## config.mk

```make
export PLATFORM = sky130hd
export DESIGN_NAME = pong_score_sequencer
export DESIGN_NICKNAME = d
export VERILOG_FILES = /design/src/rtl/pong_score_pkg.sv /design/src/rtl/pong_score_sequencer_blink_timer.sv /design/src/rtl/pong_score_sequencer.sv
export SDC_FILE = /design/constraint.sdc
export NUM_CORES = 1
export LEC_CHECK = 0
export BUFFER_PORTS_ARGS = -buffer_cell sky130_fd_sc_hd__buf_2
export CORE_MARGIN = 8
export CORE_UTILIZATION = 58
export DETAILED_ROUTE_END_ITERATION = 12
export GPL_TIMING_DRIVEN = 0
export PLACE_DENSITY_LB_ADDON = 0.2
export SETUP_SLACK_MARGIN = 0.02
export SLEW_MARGIN = 20
export SYNTH_ARGS = -nofsm -noshare
export SYNTH_HDL_FRONTEND = slang
export SYNTH_HIERARCHICAL = 1
export SYNTH_SLANG_ARGS = --single-unit
```

## constraint.sdc

```tcl
create_clock -name clk -period 8 [get_ports clk]
set_input_delay 0.4 -clock clk [delete_from_list [all_inputs] [get_ports clk]]
set_output_delay 0.4 -clock clk [all_outputs]
set_load 0.05 [all_outputs]
```

## src/rtl/pong_score_pkg.sv

```systemverilog
// ---------------------------------------------------------------------------
// pong_score_pkg
// Shared definitions for the Pong score sequencer: the controller state
// encoding, player identifiers, score width and a saturating score helper.
// No ports (package).
// ---------------------------------------------------------------------------
package pong_score_pkg;

   localparam int SCORE_W = 3;

   localparam logic PLAYER_1 = 1'b0;
   localparam logic PLAYER_2 = 1'b1;

   typedef enum logic [2:0] {
      IDLE      = 3'd0,
      SHOW_P1   = 3'd1,
      SHOW_P2   = 3'd2,
      FLASH     = 3'd3,
      GAME_OVER = 3'd4
   } state_t;

   // One goal's worth of increment, pinned at the winning score.
   function automatic logic [SCORE_W-1:0] score_inc(input logic [SCORE_W-1:0] score,
                                                    input logic [SCORE_W-1:0] limit);
      return (score >= limit) ? limit : score + SCORE_W'(1);
   endfunction

endpackage

```

## src/rtl/pong_score_sequencer_blink_timer.sv

```systemverilog
// ---------------------------------------------------------------------------
// blink_timer
// Free-running blank-phase generator shared by the goal flash and the
// game-over blink. While enabled it counts FLASH_CYCLES clocks per phase and
// flips the phase at the end of each period. restart forces a fresh period
// with phase 0 (display visible).
//
// Ports:
//   clk      in   system clock
//   rst      in   asynchronous active-high reset
//   enable   in   count while high
//   restart  in   begin a new period with phase 0 (wins over enable)
//   toggle   out  high in the cycle whose closing edge flips the phase
//   phase    out  current blank phase (1 = blanked)
// ---------------------------------------------------------------------------
module blink_timer #(
   parameter int FLASH_CYCLES = 5_000_000
) (
   input  logic clk,
   input  logic rst,
   input  logic enable,
   input  logic restart,
   output logic toggle,
   output logic phase
);

   localparam int            CW   = (FLASH_CYCLES > 1) ? $clog2(FLASH_CYCLES) : 1;
   localparam logic [CW-1:0] LAST = CW'(FLASH_CYCLES - 1);

   logic [CW-1:0] cnt_reg;
   logic          phase_reg;

   assign toggle = enable && !restart && (cnt_reg == LAST);
   assign phase  = phase_reg;

   always_ff @(posedge clk or posedge rst) begin
      if (rst) begin
         cnt_reg   <= '0;
         phase_reg <= 1'b0;
      end else if (restart) begin
         cnt_reg   <= '0;
         phase_reg <= 1'b0;
      end else if (enable) begin
         if (cnt_reg == LAST) begin
            cnt_reg   <= '0;
            phase_reg <= ~phase_reg;
         end else begin
            cnt_reg <= cnt_reg + CW'(1);
         end
      end
   end

endmodule

```

## src/rtl/pong_score_sequencer.sv

```systemverilog
// ---------------------------------------------------------------------------
// pong_score_sequencer
// Feeds the 8x8 dot-matrix character stage: keeps both players' scores,
// alternates which score is shown, flashes the scorer's digit after a goal
// and latches a blinking game-over display once a player hits WIN_SCORE.
//
// Build option: define GOAL_FLASH_EN to include the post-goal FLASH state.
// Without it a goal only updates the score; the SHOW alternation carries on
// untouched. The game-over blink is present in both builds.
//
// Ports:
//   clk         in   system clock
//   rst         in   asynchronous active-high reset
//   start       in   one-cycle pulse, begins/restarts a match
//   goal_p1     in   one-cycle pulse, player 1 scored
//   goal_p2     in   one-cycle pulse, player 2 scored
//   digit       out  score value for the character stage (3 bits)
//   player_sel  out  0 = player 1 shown, 1 = player 2 shown
//   blank       out  1 = downstream gates the columns off
//   game_over   out  high while the match is over
//   winner      out  winning player, meaningful while game_over = 1
//
// All outputs are registered; they are computed from the next-state values,
// so they reflect a sampled input one clock after it is seen.
// ---------------------------------------------------------------------------
module pong_score_sequencer
   import pong_score_pkg::*;
#(
   parameter int DWELL_CYCLES  = 25_000_000,
   parameter int FLASH_CYCLES  = 5_000_000,
   parameter int FLASH_TOGGLES = 6,
   parameter int WIN_SCORE     = 5
) (
   input  logic               clk,
   input  logic               rst,
   input  logic               start,
   input  logic               goal_p1,
   input  logic               goal_p2,
   output logic [SCORE_W-1:0] digit,
   output logic               player_sel,
   output logic               blank,
   output logic               game_over,
   output logic               winner
);

   localparam int                 DW         = (DWELL_CYCLES > 1) ? $clog2(DWELL_CYCLES) : 1;
   localparam logic [DW-1:0]      DWELL_LAST = DW'(DWELL_CYCLES - 1);
   localparam logic [SCORE_W-1:0] WIN        = SCORE_W'(WIN_SCORE);

   // Elaboration-time guard on the parameter ranges the controller relies on.
   if (WIN_SCORE < 1 || WIN_SCORE > 7) begin : g_bad_win
      $error("WIN_SCORE must be within 1..7");
   end
   if (FLASH_TOGGLES < 2 || (FLASH_TOGGLES % 2) != 0) begin : g_bad_toggles
      $error("FLASH_TOGGLES must be even and at least 2");
   end

   // ------------------------------------------------------------------
   // State
   // ------------------------------------------------------------------
   state_t             state_reg, state_next;
   logic [SCORE_W-1:0] score_reg [2];
   logic [SCORE_W-1:0] score_next [2];
   logic [DW-1:0]      dwell_reg, dwell_next;
   logic               winner_reg, winner_next;

`ifdef GOAL_FLASH_EN
   localparam int            TW          = $clog2(FLASH_TOGGLES + 1);
   localparam logic [TW-1:0] TOGGLE_LAST = TW'(FLASH_TOGGLES - 1);

   logic          flash_player_reg, flash_player_next;
   logic [TW-1:0] toggle_reg, toggle_next;
`endif

   logic               digit_reg, unused_placeholder;
   logic [SCORE_W-1:0] digit_out_reg, digit_next;
   logic               sel_reg, sel_next;
   logic               blank_reg, blank_next;
   logic               game_over_reg, game_over_next;

   logic               goal_live;
   logic               blink_enable, blink_restart, blink_toggle, blink_phase, blink_phase_next;

   assign digit_reg          = 1'b0;
   assign unused_placeholder = digit_reg;

   // ------------------------------------------------------------------
   // Per-player goal evaluation
   // ------------------------------------------------------------------
   logic [1:0]         goal;
   logic [SCORE_W-1:0] score_bump [2];
   logic [1:0]         reached;

   assign goal = {goal_p2, goal_p1};

   for (genvar gi = 0; gi < 2; gi++) begin : g_player
      assign score_bump[gi] = goal[gi] ? score_inc(score_reg[gi], WIN) : score_reg[gi];
      assign reached[gi]    = goal[gi] && (score_bump[gi] == WIN);
   end

   // ------------------------------------------------------------------
   // Blank-phase timer shared by FLASH and GAME_OVER
   // ------------------------------------------------------------------
`ifdef GOAL_FLASH_EN
   assign blink_enable = (state_reg == FLASH) || (state_reg == GAME_OVER);
`else
   assign blink_enable = (state_reg == GAME_OVER);
`endif

   blink_timer #(
      .FLASH_CYCLES (FLASH_CYCLES)
   ) u_blink (
      .clk     (clk),
      .rst     (rst),
      .enable  (blink_enable),
      .restart (blink_restart),
      .toggle  (blink_toggle),
      .phase   (blink_phase)
   );

   // Phase the timer will hold after this edge; mirrored into blank_reg.
   assign blink_phase_next = blink_restart ? 1'b0 : (blink_phase ^ blink_toggle);

   // ------------------------------------------------------------------
   // Next-state logic. Priority, lowest to highest:
   //   timer-driven transitions < goals < start
   // ------------------------------------------------------------------
   always_comb begin
      state_next    = state_reg;
      score_next    = score_reg;
      dwell_next    = dwell_reg;
      winner_next   = winner_reg;
      blink_restart = 1'b0;
`ifdef GOAL_FLASH_EN
      flash_player_next = flash_player_reg;
      toggle_next       = toggle_reg;
      goal_live = (state_reg == SHOW_P1) || (state_reg == SHOW_P2) || (state_reg == FLASH);
`else
      goal_live = (state_reg == SHOW_P1) || (state_reg == SHOW_P2);
`endif

      case (state_reg)
         IDLE, GAME_OVER: ;
         SHOW_P1, SHOW_P2: begin
            if (dwell_reg == DWELL_LAST) begin
               dwell_next = '0;
               state_next = (state_reg == SHOW_P1) ? SHOW_P2 : SHOW_P1;
            end else begin
               dwell_next = dwell_reg + DW'(1);
            end
         end
`ifdef GOAL_FLASH_EN
         FLASH: begin
            if (blink_toggle) begin
               // Even toggle count means the last flip lands on visible.
               if (toggle_reg == TOGGLE_LAST) begin
                  state_next = (flash_player_reg == PLAYER_1) ? SHOW_P1 : SHOW_P2;
                  dwell_next = '0;
               end else begin
                  toggle_next = toggle_reg + TW'(1);
               end
            end
         end
`endif
         default: state_next = IDLE;
      endcase

      if (goal_live && (goal != 2'b00)) begin
         score_next = score_bump;
         // Player 1 is checked first so a double win goes to player 1.
         if (reached[PLAYER_1]) begin
            state_next    = GAME_OVER;
            winner_next   = PLAYER_1;
            blink_restart = 1'b1;
         end else if (reached[PLAYER_2]) begin
            state_next    = GAME_OVER;
            winner_next   = PLAYER_2;
            blink_restart = 1'b1;
         end
`ifdef GOAL_FLASH_EN
         else begin
            state_next        = FLASH;
            flash_player_next = goal[PLAYER_1] ? PLAYER_1 : PLAYER_2;
            toggle_next       = '0;
            blink_restart     = 1'b1;
         end
`endif
      end

      if (start) begin
         state_next    = SHOW_P1;
         score_next[0] = '0;
         score_next[1] = '0;
         dwell_next    = '0;
         winner_next   = PLAYER_1;
         blink_restart = 1'b0;
      end
   end

   // ------------------------------------------------------------------
   // Output decode from the next-state values
   // ------------------------------------------------------------------
   always_comb begin
      digit_next     = '0;
      sel_next       = PLAYER_1;
      blank_next     = 1'b1;
      game_over_next = 1'b0;
      case (state_next)
         SHOW_P1: begin
            digit_next = score_next[PLAYER_1];
            sel_next   = PLAYER_1;
            blank_next = 1'b0;
         end
         SHOW_P2: begin
            digit_next = score_next[PLAYER_2];
            sel_next   = PLAYER_2;
            blank_next = 1'b0;
         end
`ifdef GOAL_FLASH_EN
         FLASH: begin
            digit_next = score_next[flash_player_next];
            sel_next   = flash_player_next;
            blank_next = blink_phase_next;
         end
`endif
         GAME_OVER: begin
            digit_next     = score_next[winner_next];
            sel_next       = winner_next;
            blank_next     = blink_phase_next;
            game_over_next = 1'b1;
         end
         default: ;
      endcase
   end

   // ------------------------------------------------------------------
   // Registers
   // ------------------------------------------------------------------
   always_ff @(posedge clk or posedge rst) begin
      if (rst) begin
         state_reg     <= IDLE;
         score_reg[0]  <= '0;
         score_reg[1]  <= '0;
         dwell_reg     <= '0;
         winner_reg    <= PLAYER_1;
         digit_out_reg <= '0;
         sel_reg       <= PLAYER_1;
         blank_reg     <= 1'b1;
         game_over_reg <= 1'b0;
      end else begin
         state_reg     <= state_next;
         score_reg     <= score_next;
         dwell_reg     <= dwell_next;
         winner_reg    <= winner_next;
         digit_out_reg <= digit_next;
         sel_reg       <= sel_next;
         blank_reg     <= blank_next;
         game_over_reg <= game_over_next;
      end
   end

`ifdef GOAL_FLASH_EN
   always_ff @(posedge clk or posedge rst) begin
      if (rst) begin
         flash_player_reg <= PLAYER_1;
         toggle_reg       <= '0;
      end else begin
         flash_player_reg <= flash_player_next;
         toggle_reg       <= toggle_next;
      end
   end
`endif

   assign digit      = digit_out_reg;
   assign player_sel = sel_reg;
   assign blank      = blank_reg;
   assign game_over  = game_over_reg;
   assign winner     = winner_reg;

endmodule

```

==> flow_metrics.tcl, run 1 <==
set metrics [dict create \
    worstPathCellList "ha_1 -> nor3b_1 -> o22ai_1 -> o2bb2ai_1 -> and2_1 -> clkbuf_1 -> clkbuf_1 -> clkbuf_1 -> nor2_1 -> xnor2_1 -> a211oi_1" \
    power_mw 0.846 \
    fin_ws_ns 4.64 \
    ys_seq_area_frac 0.434 \
    fin_nets 437 \
    cap_violations 0 \
    dp_slack_ns 4.73 \
    ctsResizeCount 0 \
    fmax_mhz 298 \
    ys_warn_count 6 \
    syn_avg_cell_area_um2 9.31 \
    status "finished clean" \
    rsz0062_at_grt "false" \
    min_period_over_period 0.420 \
    most-common-layout-cells "dfrtp_1 (64), nor2_1 (43), nand2_1 (36)" \
    htree_num_levels 3 \
    crit_path_top_delay_cell "dfrtp_1" \
    dp_hpwl_um 5990 \
    grt_remaining_overflow 0 \
    path_class "flop to flop" \
    rr_endpoint "blank" \
    post-cts-setup-buffers 0 \
    relSlewSlack 0.410 \
    synthFlopType "dfrtp_1" \
    setup-tns-final_ns 0 \
    power.density_nw_per_um2 205 \
    layout_commonest_cell "dfrtp_1" \
    final_hold_viol_count 0 \
    place_congestion 0.897 \
    ctsRootBufferMaster "clkbuf_8" \
    path_buf_inv 3 \
    via_per_inst 6.26 \
    largest_reg_flops 25 \
    hold_path.class "input pin to async pin" \
    crit_path_end_kind "flop" \
    holdBufCountCts 0 \
    dr.first_iter.drc_count 152 \
    fin_skew_ns 0.00985 \
    clockBufferDepth 2 \
    timing.hold.ws_ns 0.0607 \
    firstDrtPassIters 5 \
    drive_gt1_frac 0.125 \
    clock_sinks 65 \
    post_drt_wl_per_cell_um 16.4 \
    synthesis.area_um2 3750 \
    cts-buffers-inserted 9 \
    cpPeakStageDelay_ns 0.44 \
    worstPathArrival_ns 3.61 \
    postSynthCellCount 403 \
    synth-edff-count 0 \
    dieHeight_um 96.4 \
    r2r_cells 11 \
    io_buffers 11 \
    worstReg2RegStart "score_reg[3]" \
    synthDistinctLibCells 73 \
    cpMostUsedCell "clkbuf_1" \
    diodes 0 \
    clk_pin_slew_ns 0.07 \
    place_inst 492 \
    fp.coreArea_um2 6310 \
    cts_tree "yes" \
    p_leak_nw 1.75 \
    syn_nets 414 \
    finalSetupViolCount 0 \
    r2r_slack_ns 4.64 \
    fp.dieW_um 96.4 \
    maxSlewViolCount 0 \
    grt_pass1_vias 2926 \
    grt_start_max_net_pins 25 \
    drc 0 \
    finalCriticalPeriod_ns 3.36 \
    grt_pass1_wl_um 13900 \
    async_flop_share 1.00 \
    stdcell_count 508 \
    row_count 29 \
    critical-path-top-delay-family "buffers and inverters" \
    synth_seq_cells 65 \
    cp_max_fo 10 \
    start_kind "flop" \
    ir_drop_mv 0.214 \
    track_usage 0.190 \
    antenna_found_initial 0 \
    drt_wl_total_um 8320 \
    dr_total_vias 3178 \
    dieArea_um2 9300 \
    tightest_slew_ns 0.885 \
    crit_required_ns 8.25 \
    ioPinCount 12 \
    area_growth_pct 10.0 \
    initial_core_util 0.594 \
    insertion_delay_ns 0.34 \
    ant_nets 0 \
]
==> through the flow <==
stage	util	cell area, um2
after floorplan	-	3750
after global placement	0.618	3900
after detailed placement	0.622	3930
after CTS	0.653	4120
after global routing	0.654	4130
final	0.654	4130
==> per-layer routing <==
layer	vias to the layer above	GRT usage	part of all wire
li1	1540	-	-
met1	1540	0.238	0.44
met2	86	0.320	0.50
met3	12	0.0286	0.044
met4	0	0.0794	0.017
met5	-	0	0
==> logic make-up after synthesis <==
family	synth area share
muxes	0.0190
buffers and inverters	0.0203
and+or+nand+nor	0.290
adders and majority gates	0.0200
xor gates and xnor gates	0.0510
DFF	0.434
AOI/OAI and AO/OA	0.166
==> synth_stat cells, drive strengths merged, types with 7 or more instances <==
| library cell | instances | area, um2 |
|---|---|---|
| a21oi | 20 | 100 |
| and3 | 11 | 68.8 |
| clkbuf | 9 | 33.8 |
| dfrtp | 64 | 1600 |
| inv | 10 | 37.5 |
| nand2 | 36 | 135 |
| nand3 | 20 | 105 |
| nand4 | 16 | 136 |
| nor2 | 46 | 180 |
| nor3 | 13 | 86.3 |
| o21ai | 32 | 160 |
| xnor2 | 7 | 61.3 |
| xor2 | 14 | 130 |
==> layout make-up <==
| type | count | area (um2) |
|---|---|---|
| plain buffers | 10 | 38.8 |
| clock buffers | 14 | 183 |
| clock inverters | 2 | 10.0 |
| fillers | 520 | 2190 |
| inverters | 10 | 37.5 |
| multi-input cells | 318 | 2050 |
| flip-flops and latches | 65 | 1630 |
| well taps | 77 | 96.3 |
| repair buffers | 12 | 82.6 |
==> power by group <==
part	internal, mW	total, mW	switching, mW
registers	0.366	0.416	0.0509
clock network	0.146	0.266	0.121
logic	0.0621	0.163	0.101
total	0.573	0.846	0.272
==> worst max path at each step <==
stage | from | endpoint | slack [ns] | cells after the start
after floorplan | score_reg[3] | blank | 5.34 | 11
after global placement | score_reg[3] | blank | 4.74 | 11
after detailed placement | score_reg[3] | blank | 4.73 | 11
after CTS | score_reg[3] | blank | 4.69 | 11
after global routing | score_reg[3] | blank | 4.41 | 11
final | score_reg[3] | blank | 4.64 | 11
(Power assumes the default switching activity.)
==> run 2: changes to the inputs <==
ABC_AREA = 1   (was unset)
CORE_UTILIZATION = 57   (was 58)
clock period = 2.8 ns   (was 8 ns; I/O delays follow)
==> run 2 against run 1 <==
Compared with the run above: core utilization decreased by 1.2 points; cell count is 55% higher; cell area grew 20%; worst hold slack improved by 0.038 ns; sequential share of layout area is 6.4 points lower; first-iteration DRC count grew 110%; routed wire length grew 31%; critical endpoint is now u_blink/cnt_reg[19]; largest power group unchanged.
==> flow_metrics.tcl, run 2 <==
set metrics [dict create \
    status "finished clean" \
    antenna_found_initial 0 \
    ctsRootBufferMaster "clkbuf_8" \
    crit_required_ns 3.04 \
    grt_pass1_vias 4087 \
    use_met3 0.0369 \
    final_hold_viol_count 0 \
    cts-buffers-inserted 9 \
    start_kind "flop" \
    finalCriticalPeriod_ns 2.55 \
    via_per_inst 5.49 \
    crit_path_end_kind "flop" \
    async_flop_share 1.00 \
    dr.first_iter.drc_count 319 \
    synthTopCellsByCount "nand2_1 (171), nor2_1 (102), inv_1 (70), dfrtp_1 (64), nand3_1 (58)" \
    maxSlewViolCount 0 \
    firstDrtPassIters 5 \
    grt_remaining_overflow 0 \
    place_congestion 0.918 \
    diodes 0 \
    fmax_mhz 392 \
    rsz0062_at_grt "false" \
    dr_total_vias 4312 \
    synthesis.area_um2 4510 \
    area_growth_pct 9.49 \
    power.density_nw_per_um2 590 \
    clockPowerShare 0.279 \
    track_usage 0.204 \
    clk_pin_slew_ns 0.07 \
    switching_share 0.394 \
    tightest_slew_ns 0.902 \
    post_drt_wl_per_cell_um 13.9 \
    syn_avg_cell_area_um2 6.88 \
    p_comb_frac 0.322 \
    netSwitchingPower_mw 1.15 \
    synthDistinctLibCells 40 \
    pwr-share-seq 0.399 \
    cts_tree "yes" \
    ir_drop_mv 0.283 \
    min_period_over_period 0.910 \
    cp_max_fo 10 \
    timing.hold.ws_ns 0.0991 \
    yosys.area.top_type "dfrtp_1" \
    fp.dieW_um 105 \
    grt_start_max_net_pins 28 \
    synth_seq_cells 65 \
    synth_top_area_frac 0.355 \
    syn_nets 666 \
    path_class "flop to flop" \
    synth-edff-count 0 \
    fp.coreArea_um2 7690 \
    fin_skew_ns 0.00979 \
    htree_num_levels 3 \
    p_leak_nw 2.38 \
    ant_nets 0 \
    hold_path.class "input pin to flop" \
    n_fill_cell 681 \
    relSlewSlack 0.395 \
    clockBufferDepth 2 \
    io_buffers 10 \
    finalSetupViolCount 0 \
    initial_core_util 0.586 \
    insertion_delay_ns 0.35 \
    worstPathArrival_ns 2.78 \
    ys_seq_area_frac 0.361 \
    most-common-layout-cells "nand2_1 (171), nor2_1 (102), inv_1 (67)" \
    busiest_layer "met2" \
    synthFlopType "dfrtp_1" \
    row_count 32 \
    grt_use_met1 0.255 \
    grt_pass1_wl_um 18700 \
    clock_sinks 65 \
    setup-tns-final_ns 0 \
    internal_power_mw 1.76 \
    dp_hpwl_um 8140 \
    ioPinCount 12 \
    drc 0 \
    synth_area_leaders "dfrtp_1 (36%), nand2_1 (14%), nor2_1 (8.5%)" \
    dieArea_um2 11000 \
    cap_violations 0 \
    ys_warn_count 6 \
    layout_commonest_cell "nand2_1" \
    drive_gt1_frac 0.165 \
    largest_reg_flops 25 \
    drt_wl_total_um 10900 \
    gr-usage-met2 0.339 \
    synth_most_common_cell "nand2_1" \
    fin_nets 689 \
    postSynthCellCount 655 \
    dieHeight_um 105 \
]
==> run 2: power groups by stage <==
stage	clock (mW)	sequential (mW)	combinational, mW
2_1_floorplan	0	1.27	0.603
3_3_place_gp	0	1.17	0.887
3_5_place_dp	0	1.18	0.917
4_1_cts	0.825	1.16	0.926
5_1_grt	0.862	1.18	1.05
6_report	0.811	1.16	0.939
==> run 2: through the flow <==
stage | std cells | util | cell area (um2) | setup WS (ns) | power [mW]
6_report | 785 | 0.642 | 4930 | 0.252 | 2.91
5_1_grt | 785 | 0.642 | 4930 | 0.0273 | 3.09
4_1_cts | 785 | 0.639 | 4920 | 0.0302 | 2.91
3_5_place_dp | 768 | 0.612 | 4700 | 0.0153 | 2.09
3_3_place_gp | 767 | 0.609 | 4680 | 0.125 | 2.05
2_1_floorplan | 655 | - | 4510 | 0.590 | 1.87
==> run 2: cell type report <==
class	instances	area (um2)	share of cell area
tap	102	128	0.0259
inverter	89	338	0.0685
sequential	65	1630	0.330
clock buffer	11	141	0.0287
multi-input combinational	489	2490	0.505
clock inverter	5	55.1	0.0112
timing repair buffer	12	80.1	0.0162
buffer	12	72.6	0.0147
==> run 2: per-layer routing <==
| metal | up-vias | routed length (um) |
|---|---|---|
| met4 | 0 | 201 |
| met3 | 20 | 726 |
| li1 | 2133 | - |
| met5 | - | 0 |
| met2 | 138 | 5130 |
| met1 | 2021 | 4860 |
==> run 2: kinds of logic after synthesis <==
group / synth area share
AO/OA/AOI/OAI: 0.0594
XOR/XNOR: 0.0272
adder cells (fa/ha/maj): 0.0167
buffers and inverters: 0.0900
flip-flops: 0.361
AND/OR/NAND/NOR: 0.446
==> run 2: worst paths after layout <==
path	start	end	slack, ns	cells past startpoint
worst max-delay path	score_reg[1]	u_blink/cnt_reg[19]	0.25	16
min in group asynchronous	rst	dwell_reg[10]	0.31	3
worst min register to register	u_blink/phase	u_blink/phase	0.54	2
worst min-delay path	start	state_reg[0]	0.1	3
max in group asynchronous	rst	blank	1.94	4
worst max register to register	score_reg[1]	u_blink/cnt_reg[19]	0.25	16
==> run 2: timing repair <==
| action | 4_1_cts | 5_1_grt |
|---|---|---|
| buffers inserted | 0 | 0 |
| hold endpoints to repair | 14 | 0 |
| endpoints found under the setup margin | 2 | 10 |
| pin swaps | 0 | 0 |
| gates resized for setup | 1 | 6 |
| hold buffers | 1 | 0 |
==> run 2: critical path, stage by stage (launching register included) <==
cell	delay [ns]
dfrtp_1	0.39
inv_1	0.13
ha_1	0.17
nor2_1	0.04
nand2_1	0.08
nand2_1	0.07
a21oi_2	0.16
nand3_2	0.14
nand2_2	0.12
nand2_2	0.10
inv_2	0.13
nor2_4	0.09
inv_4	0.16
clkbuf_4	0.23
nand4_1	0.18
nor3_1	0.18
nor2_1	0.07
